`config.mk`:
```
export PLATFORM = sky130hd
export DESIGN_NAME = uart_rx_fifo
export DESIGN_NICKNAME = d
export VERILOG_FILES = /design/src/rtl/uart_rx_fifo.sv
export SDC_FILE = /design/constraint.sdc
export NUM_CORES = 1
export LEC_CHECK = 0
export BUFFER_PORTS_ARGS = -buffer_cell sky130_fd_sc_hd__buf_2
export CAP_MARGIN = 20
export CORE_ASPECT_RATIO = 1.75
export CORE_MARGIN = 5
export CORE_UTILIZATION = 60
export DETAILED_ROUTE_END_ITERATION = 12
export PLACE_DENSITY = 0.75
export SLEW_MARGIN = 20
export SYNTH_ARGS = -nofsm -noshare
export SYNTH_HDL_FRONTEND = slang
export SYNTH_SLANG_ARGS = --single-unit
```
`constraint.sdc`:
```
create_clock -name i_clk -period 2.69 [get_ports i_clk]
set_input_delay 0.269 -clock i_clk [delete_from_list [all_inputs] [get_ports i_clk]]
set_output_delay 0.269 -clock i_clk [all_outputs]
set_load 0.01 [all_outputs]
```
`src/rtl/uart_rx_fifo.sv`:
```
// Receive-side byte FIFO between uart_rx and its consumer.
// First-word fall-through output, sticky overflow flag, synchronous active-low reset.
module uart_rx_fifo #(
  parameter int WIDTH      = 8,
  parameter int DEPTH_LOG2 = 4
) (
  input  logic                  i_clk,
  input  logic                  i_nrst,
  input  logic [WIDTH-1:0]      i_data,
  input  logic                  i_valid,
  output logic                  o_accept,
  output logic [WIDTH-1:0]      o_data,
  output logic                  o_valid,
  input  logic                  i_accept,
  output logic [DEPTH_LOG2:0]   o_count,
  output logic                  o_overflow,
  input  logic                  i_clear
);

  localparam int DEPTH = 1 << DEPTH_LOG2;
  localparam int PW    = DEPTH_LOG2 + 1;

  logic [WIDTH-1:0] mem [DEPTH];
  logic [PW-1:0]    wr_ptr;
  logic [PW-1:0]    rd_ptr;
  logic             full;
  logic             empty;
  logic             push;
  logic             pop;

  // Extra pointer MSB distinguishes full from empty when the index bits match.
  assign full  = (wr_ptr[PW-1] != rd_ptr[PW-1]) &&
                 (wr_ptr[PW-2:0] == rd_ptr[PW-2:0]);
  assign empty = (wr_ptr == rd_ptr);

  assign o_accept = !full;
  assign o_valid  = !empty;
  assign o_count  = wr_ptr - rd_ptr;
  assign o_data   = mem[rd_ptr[PW-2:0]];

  assign push = i_valid && o_accept;
  assign pop  = o_valid && i_accept;

  always_ff @(posedge i_clk) begin
    if (!i_nrst) begin
      wr_ptr <= '0;
      rd_ptr <= '0;
    end else begin
      if (push) wr_ptr <= wr_ptr + 1'b1;
      if (pop)  rd_ptr <= rd_ptr + 1'b1;
    end
  end

  // Storage is deliberately not reset; the reset-edge write is suppressed.
  always_ff @(posedge i_clk) begin
    if (i_nrst && push) mem[wr_ptr[PW-2:0]] <= i_data;
  end

  // A new overflow on the same edge as a clear keeps the flag set.
  always_ff @(posedge i_clk) begin
    if (!i_nrst)               o_overflow <= 1'b0;
    else if (i_valid && full)  o_overflow <= 1'b1;
    else if (i_clear)          o_overflow <= 1'b0;
  end

endmodule

```
==> results of run 1 <==
-- cells in the final DEF (no fill, tap or decap), types with 3 or more instances in the layout --
cell	n
a21boi_1	4
a21oi_1	3
a22oi_1	16
and2_1	5
buf_2	28
buf_4	7
bufinv_16	4
clkbuf_1	3
clkbuf_16	17
clkinv_2	3
dfxtp_1	14
edfxtp_1	128
ha_1	9
inv_1	8
mux4_2	32
nand2_1	11
nand3_1	7
nor2_1	17
nor2b_1	5
o21ai_0	4
or3_1	5
xnor2_1	5
-- synth_stat cells --
| cell type | n | share of area, % |
|---|---|---|
| clkbuf_1 | 2 | 0.13 |
| xor2_1 | 2 | 0.31 |
| a21o_1 | 2 | 0.26 |
| or3_1 | 5 | 0.55 |
| a21boi_1 | 4 | 0.53 |
| mux2i_1 | 1 | 0.18 |
| xnor2_2 | 1 | 0.29 |
| o21a_1 | 2 | 0.26 |
| nand3b_1 | 2 | 0.26 |
| mux4_2 | 32 | 13 |
| clkbuf_2 | 1 | 0.088 |
| o21ai_0 | 4 | 0.35 |
| nor2b_1 | 5 | 0.55 |
| o21ai_1 | 2 | 0.18 |
| and2_1 | 5 | 0.55 |
| nand3_1 | 7 | 0.61 |
| or2_2 | 1 | 0.11 |
| buf_6 | 2 | 0.40 |
| fa_1 | 1 | 0.35 |
| dfxtp_1 | 15 | 5.3 |
| inv_1 | 8 | 0.53 |
| a22oi_1 | 16 | 2.1 |
| xnor2_1 | 5 | 0.77 |
| buf_4 | 1 | 0.13 |
| nor3_1 | 1 | 0.088 |
| nand2_1 | 11 | 0.72 |
| a21oi_1 | 3 | 0.26 |
| ha_1 | 9 | 2.0 |
| buf_1 | 5 | 0.33 |
| edfxtp_1 | 128 | 67 |
| o211ai_1 | 2 | 0.26 |
| nand4_1 | 1 | 0.11 |
| a21boi_0 | 1 | 0.13 |
| nor2_1 | 18 | 1.2 |
| buf_2 | 1 | 0.088 |
-- cell families (layout without fill, tap and decap cells) --
family / count (synthesis) / in the layout / synth area share [%]
muxes: 33 / 33 / 12.82
adders and majority gates: 10 / 10 / 2.327
xor gates and xnor gates: 8 / 8 / 1.361
buffers and inverters: 20 / 77 / 1.690
AOI/OAI and AO/OA: 36 / 36 / 4.347
DFF: 143 / 143 / 72.71
and+or+nand+nor: 56 / 56 / 4.742
-- stage by stage --
stage                     setup WS, ps  hold WS (ps)  cells
after floorplan                  523.3         367.9    306
after detailed placement         153.0         524.8    453
after global routing            -47.15         223.7    485
after global placement           298.5         510.5    453
final                            118.3         213.8    485
after CTS                        42.98         210.8    485
-- registers in the layout (all words and copies together) (netlist names), named ones only --
signal and flops:
mem 128, o_overflow 1, wr_ptr 5, rd_ptr 5
-- layer usage --
metal	track usage, %	vias up	wire length, um
li1	-	1312	-
met1	24.69	1502	4105
met2	37.01	111	6340
met3	5.826	32	584
met4	13.14	0	634
met5	0	-	0
-- cell type report --
class | count | area, um2 | share of cell area [%]
sequential | 143 | 4148 | 62.57
multi-input combinational | 143 | 1461 | 22.05
clock buffer | 20 | 436.7 | 6.587
timing repair buffer | 37 | 232.7 | 3.511
clock inverter | 12 | 167.7 | 2.529
tap | 122 | 152.6 | 2.303
inverter | 8 | 30.03 | 0.4530
-- power by group through the flow --
| stage | combinational, uW | sequential, uW | clock [uW] |
|---|---|---|---|
| floorplan | 479 | 2510 | 0 |
| global placement | 683 | 2540 | 0 |
| detailed placement | 689 | 2540 | 0 |
| CTS | 695 | 2490 | 2400 |
| global route | 738 | 2500 | 2510 |
| finish | 689 | 2490 | 2370 |
-- worst max-delay path, delay by kind of cell, from the launching register on --
family	cells	cell delay, ps
adders and majority gates	1	320
buffers and inverters	2	270
DFF	1	420
and+or+nand+nor	4	1190
-- path summary, 6_finish.rpt --
path | startpoint | endpoint | slack, ps | depth (start not counted)
hold reg to reg | rd_ptr[3] | register | 530 | 2
hold / removal | i_nrst | wr_ptr[3] | 210 | 2
setup / recovery | wr_ptr[0] | mem[10][1] | 120 | 7
setup reg to reg | wr_ptr[0] | mem[10][1] | 120 | 7
==> results.json, run 1 <==
{
  "cts_hold_buf": 0,
  "dpl_cell_area_um2": 6020,
  "worst-endpoint-required_ps": 2730,
  "ctsLongestPathBuffers": 2,
  "antenna_cells": 0,
  "synth_cells": 306,
  "path_cells": "inv_1 > ha_1 > nand4_1 > nor2_1 > inv_1 > nand3b_1 > nor2_1",
  "rows": 47,
  "die_area_um2": 11630,
  "dp_hpwl_um": 7829,
  "postCtsSetupBuffers": 0,
  "drive_gt1_share_pct": 27.55,
  "clk_latency_ps": 420,
  "stdcell_area_um2": 6629,
  "place_congestion": 0.9420,
  "totalWireLength_um": 11670,
  "hold_class": "input port to register",
  "grt_max_degree": 33,
  "arrival_ps": 2610,
  "p_seq_share_pct": 44.9,
  "dieHeight_um": 138.9,
  "first_iter_violations": 249,
  "die_w_um": 83.68,
  "period_share_pct": 95.60,
  "htree_num_levels": 4,
  "areaGrowthSynthToFinish_pct": 16.31,
  "drc": 0,
  "max-cap-violations": 0,
  "end_kind": "register",
  "max_freq_mhz": 388.8,
  "viasPerCell": 6.097,
  "globalRouteOverflowTotal": 0,
  "status": "completed",
  "clkTransAtPathRegs_ps": 60,
  "vdd_drop_max_mv": 0.6715,
  "grt_pass1_vias": 3178,
  "floorplan.initialDensity_pct": 60.57,
  "fp.coreArea_um2": 9409,
  "setup-violations-final": 0,
  "grt_usage_pct": 21.92,
  "cts_buffers": 17,
  "cpPeakStageDelay_ps": 600,
  "combPwrFrac_pct": 12.4,
  "slew_headroom_pct": 50.16,
  "rsz0062_at_grt": "yes",
  "slew_viol_final": 0,
  "power.switching_uw": 1224,
  "cts_tree": "built",
  "io_pins": 29,
  "leakage_uw": 0.002190,
  "cts_resized": 0,
  "path_class": "register to register",
  "crit_slowest_cell": "nor2_1",
  "cp-start-kind": "register",
  "tightest_slew_ps": 744.9,
  "grt_pass1_wl_um": 18280,
  "clockPowerShare_pct": 42.7,
  "num_vias": 2957,
  "switching_share_pct": 22.03,
  "cts-root-buf": "clkbuf_16",
  "antenna_found_initial": 0,
  "yosys_warnings": 0,
  "synth_nets": 329,
  "worst-path-max-fanout": 8,
  "total_power_uw": 5558,
  "synth_seq_area_share_pct": 72.71,
  "period_needed_ps": 2572,
  "clock-skew-final_ps": 8.294,
  "fill_cells": 614,
  "final_nets": 373,
  "hold_viol": 0,
  "final_util_pct": 70.45,
  "io_buffer_count": 28,
  "wl_per_cell_um": 24.05,
  "tns_ps": 0,
  "dr.pass1.iters": 5,
  "synthesis.area_um2": 5699,
  "power_density_nw_per_um2": 838.4,
  "syn_area_per_cell_um2": 18.62,
  "ant_nets": 0,
  "p_int_uw": 4334,
  "ys_types": 35,
  "synth-seq-cells": 143,
  "clock-sinks": 143
}
Note: power is estimated with default switching activity, not from simulation.
==> inputs of run 2 (changes only) <==
--- a/config.mk
+++ b/config.mk
@@ -7,9 +7,11 @@
 export LEC_CHECK = 0
 export BUFFER_PORTS_ARGS = -buffer_cell sky130_fd_sc_hd__buf_2
 export CAP_MARGIN = 20
+export CELL_PAD_IN_SITES_DETAIL_PLACEMENT = 1
+export CELL_PAD_IN_SITES_GLOBAL_PLACEMENT = 2
 export CORE_ASPECT_RATIO = 1.75
 export CORE_MARGIN = 5
-export CORE_UTILIZATION = 60
+export CORE_UTILIZATION = 46
 export DETAILED_ROUTE_END_ITERATION = 12
 export PLACE_DENSITY = 0.75
 export SLEW_MARGIN = 20
==> run 2 against run 1 <==
  * First-iteration DRC count decreased by 31%
  * Critical endpoint is now o_data[5]
  * Largest power group is now the clock network
  * Register-to-register slack gained 230 ps
  * Cell area is 1.8% higher
  * Sequential power is essentially flat
==> results.json, run 2 (same netlist as run 1, synthesis figures left out) <==
{
  "status": "completed",
  "antenna_found_initial": 0,
  "die_area_um2": 14800,
  "path_class": "register to primary output",
  "switching_share_pct": 22.13,
  "dpl_cell_area_um2": 6106,
  "grt_pass1_wl_um": 20270,
  "holdWs_ps": 175.1,
  "layout_commonest_cell": "edfxtp_1",
  "dieHeight_um": 157.2,
  "stdcell_area_um2": 6750,
  "die_w_um": 94.14,
  "clock-sinks": 143,
  "ant_nets": 0,
  "cp-start-kind": "register",
  "areaGrowthSynthToFinish_pct": 18.44,
  "worst-endpoint-required_ps": 2420,
  "final_util_pct": 55.93,
  "setup-violations-final": 0,
  "io_buffer_count": 28,
  "ctsLongestPathBuffers": 2,
  "htree_num_levels": 4,
  "io_pins": 29,
  "combPwrFrac_pct": 12.1,
  "timing.final.ws_setup_ps": 201.7,
  "drc": 0,
  "drive_gt1_share_pct": 29.62,
  "cts_tree": "built",
  "slew_viol_final": 0,
  "worst-path-max-fanout": 20,
  "clockPowerShare_pct": 44.3,
  "rows": 53,
  "postCtsSetupBuffers": 0,
  "grt_usage_pct": 19.68,
  "num_vias": 2958,
  "tightest_slew_ps": 829.3,
  "first_iter_violations": 171,
  "cts-root-buf": "clkbuf_16",
  "period_needed_ps": 2488,
  "slew_headroom_pct": 44.51,
  "max_freq_mhz": 401.9,
  "dp_hpwl_um": 9448,
  "clock-skew-final_ps": 5.980,
  "clkTransAtPathRegs_ps": 60,
  "end_kind": "primary output",
  "totalWireLength_um": 13290,
  "dr.pass1.iters": 4,
  "antenna_cells": 0,
  "floorplan.initialDensity_pct": 47.22,
  "grt_pass1_vias": 3358,
  "p_seq_share_pct": 43.5,
  "globalRouteOverflowTotal": 0,
  "pre_cts_ws_ps": 308.1,
  "wl_per_cell_um": 24.94,
  "place_congestion": 0.7864,
  "cts_buffers": 17,
  "clk_latency_ps": 410,
  "power_density_nw_per_um2": 845.0,
  "max-cap-violations": 0,
  "p_int_uw": 4442,
  "viasPerCell": 5.550,
  "rsz0062_at_grt": "no",
  "tns_ps": 0,
  "period_share_pct": 92.50,
  "final_nets": 379,
  "arrival_ps": 2220,
  "hold_viol": 0,
  "largest_register_ffs": 128,
  "fp.coreArea_um2": 12070,
  "hold_class": "input port to register",
  "layout_common_cells": "edfxtp_1 (128), mux4_2 (32), buf_2 (28)",
  "grt_max_degree": 33,
  "vdd_drop_max_mv": 0.4601,
  "leakage_uw": 0.002237,
  "power.switching_uw": 1262
}
-- run 2: cell count changes in the layout (fill, tap and decap cells not counted) --
cell       previous run  this run
clkbuf_1              3         0
clkinv_4              2         4
clkinv_1              2         0
buf_4                 7        14
nor2_2                1         0
nor2_1               17        18
bufinv_16             4         5
buf_12                2         1
inv_6                 0         1
-- run 2: routing by layer --
metal  GRT usage (%)  share of wire [%]  vias up
met5               0                  0        -
met4           7.438                1.8        0
met3           3.396                2.2       21
met2           37.94                 59       65
met1           20.85                 37     1550
li1                -                  -     1322
-- run 2: power groups by stage --
stage	sequential [uW]	combinational, uW	clock (uW)
6_report	2480	692	2530
4_1_cts	2480	710	2570
3_5_place_dp	2530	702	0
5_1_grt	2490	752	2670
3_3_place_gp	2530	697	0
2_1_floorplan	2510	479	0
-- run 2: layout make-up --
cell class              count  area, um2
fillers                  1099       5319
flip-flops and latches    143       4148
multi-input cells         143       1459
clock buffers              17      425.4
repair buffers             43      265.3
clock inverters            14      216.5
well taps                 165      206.4
inverters                   8      30.03
-- run 2: final timing paths --
check,cells after the start,endpoint,slack [ps],from
setup / recovery,5,o_data[5],200,register
hold / removal,4,o_overflow,180,i_clear
setup reg to reg,7,mem[8][7],350,rd_ptr[2]
hold reg to reg,2,rd_ptr[3],560,rd_ptr[3]
-- run 2: worst max-delay path: stages, from the launching register on --
cell and delay [ps]:
dfxtp_4 460, buf_12 230, mux4_2 520, a22oi_1 310, nand2_1 100, buf_2 150
-- run 2: timing repair --
| item | 4_1_cts | 5_1_grt |
|---|---|---|
| resized for setup | 0 | 1 |
| hold buffers | 0 | 0 |
| endpoints found under the setup margin | 0 | 1 |
-- run 2: through the flow --
step                      power [uW]  std cells
after floorplan                 2987        306
after global placement          3222        502
final                           5704        533
after detailed placement        3231        502
after global routing            5907        533
after CTS                       5762        533
